**src/rtl/common.sv**
```systemverilog
// Shared compute-side types: datapath word width.
// Imported wherever compute words are handled.
package common;
  localparam int COMP_DATA_BITS = 64;
endpackage

```
**src/rtl/line_unpacker_pkg.sv**
```systemverilog
// Types local to the line unpacker.
// State encoding for the emit FSM.
package line_unpacker_pkg;
  typedef enum logic {
    ST_IDLE,
    ST_EMIT
  } unpack_state_e;
endpackage

```
**src/rtl/lynxTypes.sv**
```systemverilog
// Shared platform types: AXI stream line width.
// Imported wherever a full memory line is handled.
package lynxTypes;
  localparam int AXI_DATA_BITS = 512;
endpackage

```
**src/rtl/AXI4S.sv**
```systemverilog
// Shared AXI4-Stream bundle.
// m drives the beat, s returns tready.
interface AXI4S #(
  parameter int AXI4S_DATA_BITS = lynxTypes::AXI_DATA_BITS
) ();
  logic [AXI4S_DATA_BITS-1:0]   tdata;
  logic [AXI4S_DATA_BITS/8-1:0] tkeep;
  logic                         tlast;
  logic                         tvalid;
  logic                         tready;

  modport m (
    output tdata, tkeep, tlast, tvalid,
    input  tready
  );

  modport s (
    input  tdata, tkeep, tlast, tvalid,
    output tready
  );
endinterface

```
**src/rtl/first_lane_enc.sv**
```systemverilog
// Lowest-set-lane priority encoder.
// last is high when no lane above idx is set.
module first_lane_enc #(
  parameter  int N_LANES = 8,
  localparam int IDX_W   = $clog2(N_LANES)
) (
  input  logic [N_LANES-1:0] mask,
  output logic [IDX_W-1:0]   idx,
  output logic               last
);

  logic [N_LANES-1:0] above;

  always_comb begin
    idx = '0;
    for (int i = N_LANES - 1; i >= 0; i--) begin
      if (mask[i]) idx = IDX_W'(i);
    end
  end

  assign above = mask >> idx;
  assign last  = ~|above[N_LANES-1:1];

endmodule

```
**src/rtl/line_unpacker.sv**
```systemverilog
// Splits wide stream lines into word beats,
// skipping lanes whose keep bits are all clear.
module line_unpacker #(
  parameter int IN_BITS  = lynxTypes::AXI_DATA_BITS,
  parameter int OUT_BITS = common::COMP_DATA_BITS
) (
  input logic clk,
  input logic rst_n,
  AXI4S.s     i_data,
  AXI4S.m     o_data
);
  import line_unpacker_pkg::*;

  localparam int N_LANES = IN_BITS / OUT_BITS;
  localparam int IDX_W   = $clog2(N_LANES);
  localparam int KB_IN   = IN_BITS / 8;
  localparam int KB_OUT  = OUT_BITS / 8;

  unpack_state_e      state;
  logic [IN_BITS-1:0] line_data;
  logic [KB_IN-1:0]   line_keep;
  logic               line_last;
  logic [N_LANES-1:0] mask;
  logic [N_LANES-1:0] lanes_nz;
  logic [N_LANES-1:0] next_mask;
  logic [IDX_W-1:0]   idx;
  logic               final_w;
  logic               in_hs;
  logic               out_hs;

  always_comb begin
    lanes_nz = '0;
    for (int i = 0; i < N_LANES; i++) begin
      lanes_nz[i] = |i_data.tkeep[KB_OUT*i +: KB_OUT];
    end
  end

  // an all-empty closing line still owes one tlast beat, carried on lane 0
  assign next_mask = lanes_nz
                   | N_LANES'(~|lanes_nz & i_data.tlast);

  first_lane_enc #(
    .N_LANES(N_LANES)
  ) u_enc (
    .mask(mask),
    .idx (idx),
    .last(final_w)
  );

  assign i_data.tready = rst_n
                      && (state == ST_IDLE
                      || (o_data.tready && final_w));

  assign in_hs  = i_data.tvalid && i_data.tready;
  assign out_hs = o_data.tvalid && o_data.tready;

  assign o_data.tvalid = (state == ST_EMIT);
  assign o_data.tdata  = line_data[OUT_BITS*int'(idx) +: OUT_BITS];
  assign o_data.tkeep  = line_keep[KB_OUT*int'(idx) +: KB_OUT];
  assign o_data.tlast  = line_last && final_w;

  always_ff @(posedge clk or negedge rst_n) begin
    if (!rst_n) begin
      state     <= ST_IDLE;
      mask      <= '0;
      line_data <= '0;
      line_keep <= '0;
      line_last <= 1'b0;
    end else if (in_hs) begin
      line_data <= i_data.tdata;
      line_keep <= i_data.tkeep;
      line_last <= i_data.tlast;
      mask      <= next_mask;
      state     <= (|next_mask) ? ST_EMIT : ST_IDLE;
    end else if (out_hs) begin
      mask <= mask & ~(N_LANES'(1) << idx);
      if (final_w) state <= ST_IDLE;
    end
  end

endmodule

```
**src/flat_wrapper.sv**
```systemverilog
// flat-port wrapper written by rule: the top's interface ports become plain ports
module line_unpacker_flat import line_unpacker_pkg::*;
#(
  parameter int IN_BITS  = lynxTypes::AXI_DATA_BITS,
  parameter int OUT_BITS = common::COMP_DATA_BITS
)
  (clk, rst_n, i_data_tdata, i_data_tkeep, i_data_tlast, i_data_tvalid, i_data_tready, o_data_tdata, o_data_tkeep, o_data_tlast, o_data_tvalid, o_data_tready);
  AXI4S #(.AXI4S_DATA_BITS((512))) i_data_i ();
  AXI4S #(.AXI4S_DATA_BITS((64))) o_data_i ();
  input logic clk;
  input logic rst_n;
  input wire logic [$bits(i_data_i.tdata)-1:0] i_data_tdata;
  input wire logic [$bits(i_data_i.tkeep)-1:0] i_data_tkeep;
  input wire logic [$bits(i_data_i.tlast)-1:0] i_data_tlast;
  input wire logic [$bits(i_data_i.tvalid)-1:0] i_data_tvalid;
  output wire logic [$bits(i_data_i.tready)-1:0] i_data_tready;
  output wire logic [$bits(o_data_i.tdata)-1:0] o_data_tdata;
  output wire logic [$bits(o_data_i.tkeep)-1:0] o_data_tkeep;
  output wire logic [$bits(o_data_i.tlast)-1:0] o_data_tlast;
  output wire logic [$bits(o_data_i.tvalid)-1:0] o_data_tvalid;
  input wire logic [$bits(o_data_i.tready)-1:0] o_data_tready;
  assign i_data_i.tdata = i_data_tdata;
  assign i_data_i.tkeep = i_data_tkeep;
  assign i_data_i.tlast = i_data_tlast;
  assign i_data_i.tvalid = i_data_tvalid;
  assign i_data_tready = i_data_i.tready;
  assign o_data_tdata = o_data_i.tdata;
  assign o_data_tkeep = o_data_i.tkeep;
  assign o_data_tlast = o_data_i.tlast;
  assign o_data_tvalid = o_data_i.tvalid;
  assign o_data_i.tready = o_data_tready;
  line_unpacker #(.IN_BITS(IN_BITS), .OUT_BITS(OUT_BITS)) u_core (.clk(clk), .rst_n(rst_n), .i_data(i_data_i), .o_data(o_data_i));
endmodule
```
**config.mk**
```make
export PLATFORM = sky130hd
export DESIGN_NAME = line_unpacker_flat
export DESIGN_NICKNAME = d
export VERILOG_FILES = /design/src/rtl/common.sv /design/src/rtl/line_unpacker_pkg.sv /design/src/rtl/lynxTypes.sv /design/src/rtl/AXI4S.sv /design/src/rtl/first_lane_enc.sv /design/src/rtl/line_unpacker.sv /design/src/flat_wrapper.sv
export SDC_FILE = /design/constraint.sdc
export NUM_CORES = 1
export LEC_CHECK = 0
export ABC_AREA = 1
export CAP_MARGIN = 20
export CORE_AREA = 2 2 255 257
export DETAILED_ROUTE_END_ITERATION = 8
export DIE_AREA = 0 0 257 259
export PLACE_DENSITY_LB_ADDON = 0.2
export SLEW_MARGIN = 20
export SYNTH_ARGS = -nofsm -noshare
export SYNTH_HDL_FRONTEND = slang
export SYNTH_SLANG_ARGS = --single-unit
```
**constraint.sdc**
```tcl
create_clock -name clk -period 2.8 [get_ports clk]
set_clock_uncertainty 0.15 [all_clocks]
set_input_delay 0.56 -clock clk [delete_from_list [all_inputs] [get_ports clk]]
set_output_delay 0.56 -clock clk [all_outputs]
set_load 0.005 [all_outputs]
```
* Word-level counts from Yosys, hierarchy flattened
Index checks and enable logic that the tools add are counted.
Widths: inputs -> output; s select.
** Word-level totals
- Bits in registers :: 586
- Latch bits :: 0
- RAM bits :: 0
- ROM bits :: 0
- Input bits :: 581
- Output and inout bits :: 75
- Logic and storage cells :: 50
- Memories :: 0
** Cells by class
- Add/subtract/negate cells :: 0
- $mul :: 0
- Divide/modulo/power cells :: 0
- Magnitude comparators :: 0
- Equal/unequal tests :: 1
- Shift operators :: 4
- Multiplexer cells :: 14
- Bitwise gates (word level) :: 5
- Reduce and logical (&&, ||, !) cells :: 21
** Operator list (number)
- $shiftx 512x10->64 :: 1
- $reduce_or 8->1 :: 9
- $reduce_or 64->1 :: 1
- $shiftx 64x7->8 :: 1
- $mux 3 :: 8
- $mux 8 :: 2
- $and 8x8->8 :: 1
- $not 8->8 :: 1
- $or 8x8->8 :: 1
- $shl 1x3->8 const A :: 1
- $shr 8x3->8 :: 1
- $reduce_or 7->1 :: 1
- $logic_and 1x1->1 :: 5
- $mux 1 :: 4
- $logic_not 1->1 :: 2
- $ne 2x1->1 const B :: 1
- $reduce_and 2->1 :: 1
- $reduce_bool 2->1 :: 1
- $and 1x1->1 :: 1
- $logic_or 1x1->1 :: 1
- $not 1->1 :: 1

* Longest topological paths before layout
- Word-level depth :: 17
- Depth in mapped cells :: 18
- Mapped depth without buffers :: 17

* Cells and area by module
From an unflattened synthesis, not the netlist that was laid out.
** Unflattened totals
- Cells, all modules :: 3360
- Area, all modules :: 26334.0 µm²
** Modules (own cells, without submodules)
- line_unpacker :: instances 1, cells an instance 3323, area an instance 26161.3 µm², sequential area each 14664.1 µm²
- first_lane_enc :: instances 1, cells an instance 37, area an instance 172.7 µm², sequential area each 0.0 µm²

* Least setup slack after synthesis
Ideal clock, no wire load.
- Kind :: reg2out
- Start :: register u_core.mask[5]
- End :: output port o_data_tdata[11]
- Data arrival time :: 1726 ps
- Required time :: 2090 ps
- Path slack :: 364 ps
- Cell stages (with the launch flop) :: 12
- Buffers on the path :: 2
- Path through :: dfrtp_1 inv_1 nand2_1 nand2_1 nand2_1 nand2_1 nand2_1 nor2_1 buf_2 buf_2 a221oi_1 a31oi_1
** Between the ends
- Longest elaborated chain between the ends :: 7
** Ends and longest elaborated chain
- start: declaration :: RTL line line_unpacker.sv:23 : logic [N_LANES-1:0] mask;
- start signal: assignment :: RTL line line_unpacker.sv:73 : mask <= next_mask;
- start signal: assignment :: RTL line line_unpacker.sv:76 : mask <= mask & ~(N_LANES'(1) << idx);
- $mux 3 (6 in series) :: RTL line first_lane_enc.sv:17 : if (mask[i]) idx = IDX_W'(i);
- $shiftx 512x10->64 :: RTL line line_unpacker.sv:58 : assign o_data.tdata = line_data[OUT_BITS*int'(idx) +: OUT_BITS];
- end: declaration :: RTL line flat_wrapper.sv:17 : output wire logic [$bits(o_data_i.tdata)-1:0] o_data_tdata;
No other way between the ends.

* Worst setup path after layout
- Start :: register u_core.mask[5]
- End :: output port o_data_tdata[35]
The elaborated chain is that of the path after synthesis.

==> flow_summary_export.csv <==
group,metric,value,unit
synthesis,synth_seq_cells,586,
synthesis,synth-seq-area-share,55.50,%
power,irDropWorstVdd,0.0007470,V
synthesis,async_flop_share,100.0,%
run_status,violations,"negative setup slack",
route,wl_per_cell,21.97,um
route,drcViolationCount,0,
final_layout,fin_area,41390,sq um
synthesis,synth_edf_count,0,
synthesis,synth_top_family_by_area,"simple AND/OR/NAND/NOR gates",
worst_setup_path,crit_buf_inv,4,
sta,rsz0062_at_grt,"yes",
grt,grt-ovfl-total,0,
floorplan,die_h,259,um
place,port_buffers,655,
synthesis,synthDistinctLibCells,28,
clocking,cts_buffers,67,
route,wl,111.1,mm
grt,grt_max_degree,125,
floorplan,start_util,41.36,%
sta,setup_ws,-0.6660,ns
floorplan,dieArea,66560,sq um
sta,period_share,123.8,%
worst_setup_path,crit_path_frequent_cell,"buf_12",
synthesis,syn-num-nets,3892,
route,first_pass_iters,6,
worst_setup_path,cp_max_fo,15,
power,p_seq_share,28.6,%
clocking,clockBufferDepth,3,
sta,post-route-min-period,3.466,ns
place,routabilityCongestion,0.9290,
sta,setup_tns,-206.80,ns
clocking,root_buffer,"clkbuf_16",
final_layout,finalNetCount,4725,
worst_setup_path,setup.worst_path.end_class,"output pin",
power,p_switching,23.56,mW
synthesis,synth-simple-area-share,32.55,%
synthesis,synthCells,3311,
synthesis,synth_top_cell_by_area,"dfrtp_1",
power,power_frac_clock,15.3,%
sta,worstMarginPinSlew,0.9055,ns
synthesis,synth_area,26420,sq um
run,max_cap_viol_count,0,
hold_path,hold_class,"primary input to asynchronous set/reset pin",
floorplan,die_width,257,um
floorplan,std_cell_rows,93,
final_layout,drive_above_1_share,19.40,%
sta,maxSlewHeadroom,39.63,%
route,num_vias,27100,
route,ant_nets,0,
place,place_ws,-0.4456,ns
sta,hold_ws,0.2544,ns
sta,finalMaxSlewViolations,0,
clocking,clk_pin_slew_worst_paths,0.06,ns
worst_setup_path,path_cells,"nor2_2 -> nand2_2 -> nand2_4 -> nand2_8 -> nor2_4 -> buf_8 -> buf_12 -> buf_12 -> nand2_1 -> nand3_2 -> a211oi_1 -> a31oi_1 -> buf_2",
worst_setup_path,cp_slowest_cell,"dfrtp_1",
power,switching_share,41.78,%
synthesis,synth-main-ff-cell,"dfrtp_1",
sta,fmax,0.2885,GHz
synthesis,synthMostInstantiatedCell,"nand2_1",
worst_setup_path,cpPeakStageDelay,0.41,ns
synthesis,ys_top_cells_by_count,"1988 x nand2_1, 586 x dfrtp_1, 184 x nand3_1",
place,dp_hpwl,70.54,mm
synthesis,synth-compound-area-share,7.032,%
clocking,htreeDepth,3,
power,leakagePower,20.54,nW
final_layout,final_core_util,64.79,%
clocking,cts.sinks,586,
worst_setup_path,critPathTopFamily,"simple AND/OR/NAND/NOR gates",
worst_setup_path,critPathArrivalTime,2.76,ns
run_status,status,"finished with violations",
synthesis,synth_xor_area_share,0,%
floorplan,core_area,63880,sq um
synthesis,synthTopCellsByArea,"dfrtp_1 55%, nand2_1 28%, nand3_1 3.5%, a221oi_1 2.4%, a31oi_1 1.7%",
grt,grt_usage,31.63,%
final_layout,syn_to_final_growth,56.63,%
sta,hold_viol,0,
clocking,cts_tree,"built",
synthesis,synth.mux.area_fraction,0,%
clocking,clock_latency,0.59,ns
synthesis,syn_avg_cell_area,7.981,sq um
worst_setup_path,worstPathRequired,2.09,ns
synthesis,synthAdderAreaFrac,0,%
grt,antenna_found_initial,24,
worst_setup_path,worstSetupStartpointType,"register",
route,drt_iter0_drc,2709,
sta,setup_violations,660,
worst_setup_path,crit_type,"register to output pin",
place,place_area,34970,sq um
grt,first_global_vias,26880,
power,pwr-share-comb,56.2,%
synthesis,yosysWarnings,0,
power,powerDensity,1362,nW/um^2
grt,grt_first_pass_wirelength,160.8,mm
route,viasPerCell,5.359,
floorplan,io_pins,656,
power,internal_power,32.82,mW
synthesis,synth_top_cell_area_share,55.50,%
-- flip-flops by register name, summed over array words and instances, names as in the netlist --
register and cells:
u_core.line_data 512, u_core.line_last 1, u_core.mask 8, u_core.line_keep 64
u_core.o_data.tvalid 1
-- metal layers --
| metal | GRT usage (%) | vias up | wire, um |
|---|---|---|---|
| li1 | - | 12330 | - |
| met1 | 41.43 | 13020 | 44050 |
| met2 | 51.67 | 1432 | 52720 |
| met3 | 5.800 | 307 | 9027 |
| met4 | 13.60 | 14 | 5206 |
| met5 | 0 | - | 89 |
-- power groups by stage --
| stage | clock network (mW) | logic, mW | registers [mW] |
|---|---|---|---|
| global placement | 0 | 23.7 | 15.5 |
| global route | 9.06 | 33.8 | 16.5 |
| finish | 8.61 | 31.7 | 16.1 |
| CTS | 8.69 | 28.4 | 15.7 |
| detailed placement | 0 | 24.0 | 15.5 |
| floorplan | 0 | 12.0 | 14.6 |
-- repair_timing --
item / CTS / global route
hold endpoints to repair: 6 / 0
gates cloned: 40 / 21
pin swaps: 68 / 73
setup buffers: 66 / 31
gates resized for setup: 577 / 254
setup endpoints to repair: 623 / 660
hold buffers: 1 / 0
-- layout make-up --
type                            instances  area [sq um]
Clock buffer                           92          1891
Timing Repair Buffer                  982         11050
Clock inverter                         18         205.2
Tap cell                              855          1070
Multi-Input combinational cell       2464         12210
Sequential cell                       586         14660
Fill cell                            5116         22500
Timing Repair inverter                  4         60.06
Antenna cell                           16         40.04
Inverter                               39         192.7
-- final timing paths --
path / slack, ns / endpoint / start / cells after the start
max: -0.67 / o_data_tdata[35] / u_core.mask[5]$_DFFE_PN0P_ / 13
min: 0.25 / u_core.line_data[338]$_DFFE_PN0N_ / rst_n / 2
max reg2reg: -0.49 / u_core.line_data[88]$_DFFE_PN0N_ / u_core.mask[6]$_DFFE_PN0P_ / 24
min reg2reg: 0.33 / u_core.line_data[160]$_DFFE_PN0N_ / u_core.line_data[160]$_DFFE_PN0N_ / 2
max in group asynchronous: 0.72 / u_core.line_data[441]$_DFFE_PN0N_ / rst_n / 4
min in group clk: 0.33 / u_core.line_data[160]$_DFFE_PN0N_ / u_core.line_data[160]$_DFFE_PN0N_ / 2
-- per-stage QoR --
stage	std cells	total power, mW
CTS	4997	52.78
floorplan	3311	26.59
global route	5053	59.29
detailed placement	4781	39.46
finish	5056	56.38
global placement	4781	39.21
-- cell families after synthesis --
| logic type | count (synthesis) |
|---|---|
| flops | 586 |
| simple gates | 2213 |
| compound gates | 251 |
| buf+inv | 261 |
-- cell usage in the layout (no fill, tap or decap), types with 5 or more instances in the layout --
master | Yosys | layout
dfrtp_1 | 586 | 586
nor4_1 | 9 | 9
a31oi_2 | 0 | 13
clkbuf_8 | 0 | 12
nand3_4 | 0 | 5
a221oi_2 | 0 | 38
nand3_2 | 1 | 58
buf_8 | 0 | 24
nand3_1 | 184 | 122
bufbuf_16 | 0 | 9
a221oi_4 | 0 | 11
buf_2 | 89 | 69
clkdlybuf4s50_1 | 0 | 580
inv_6 | 0 | 5
nand2_1 | 1988 | 1876
buf_6 | 4 | 48
nand2_4 | 0 | 37
clkbuf_16 | 0 | 85
a221oi_1 | 72 | 23
a31oi_1 | 73 | 58
inv_1 | 35 | 33
buf_16 | 0 | 30
nand2_2 | 2 | 76
a211oi_2 | 0 | 21
diode_2 | 0 | 16
nand4_1 | 7 | 7
clkinv_2 | 0 | 11
nor2_1 | 16 | 10
o21ai_1 | 4 | 5
a311oi_2 | 0 | 29
a211oi_1 | 30 | 6
buf_12 | 0 | 71
buf_4 | 48 | 128
clkbuf_1 | 74 | 13
o21ai_0 | 27 | 26
a311oi_1 | 41 | 11
(Power assumes the default switching activity.)
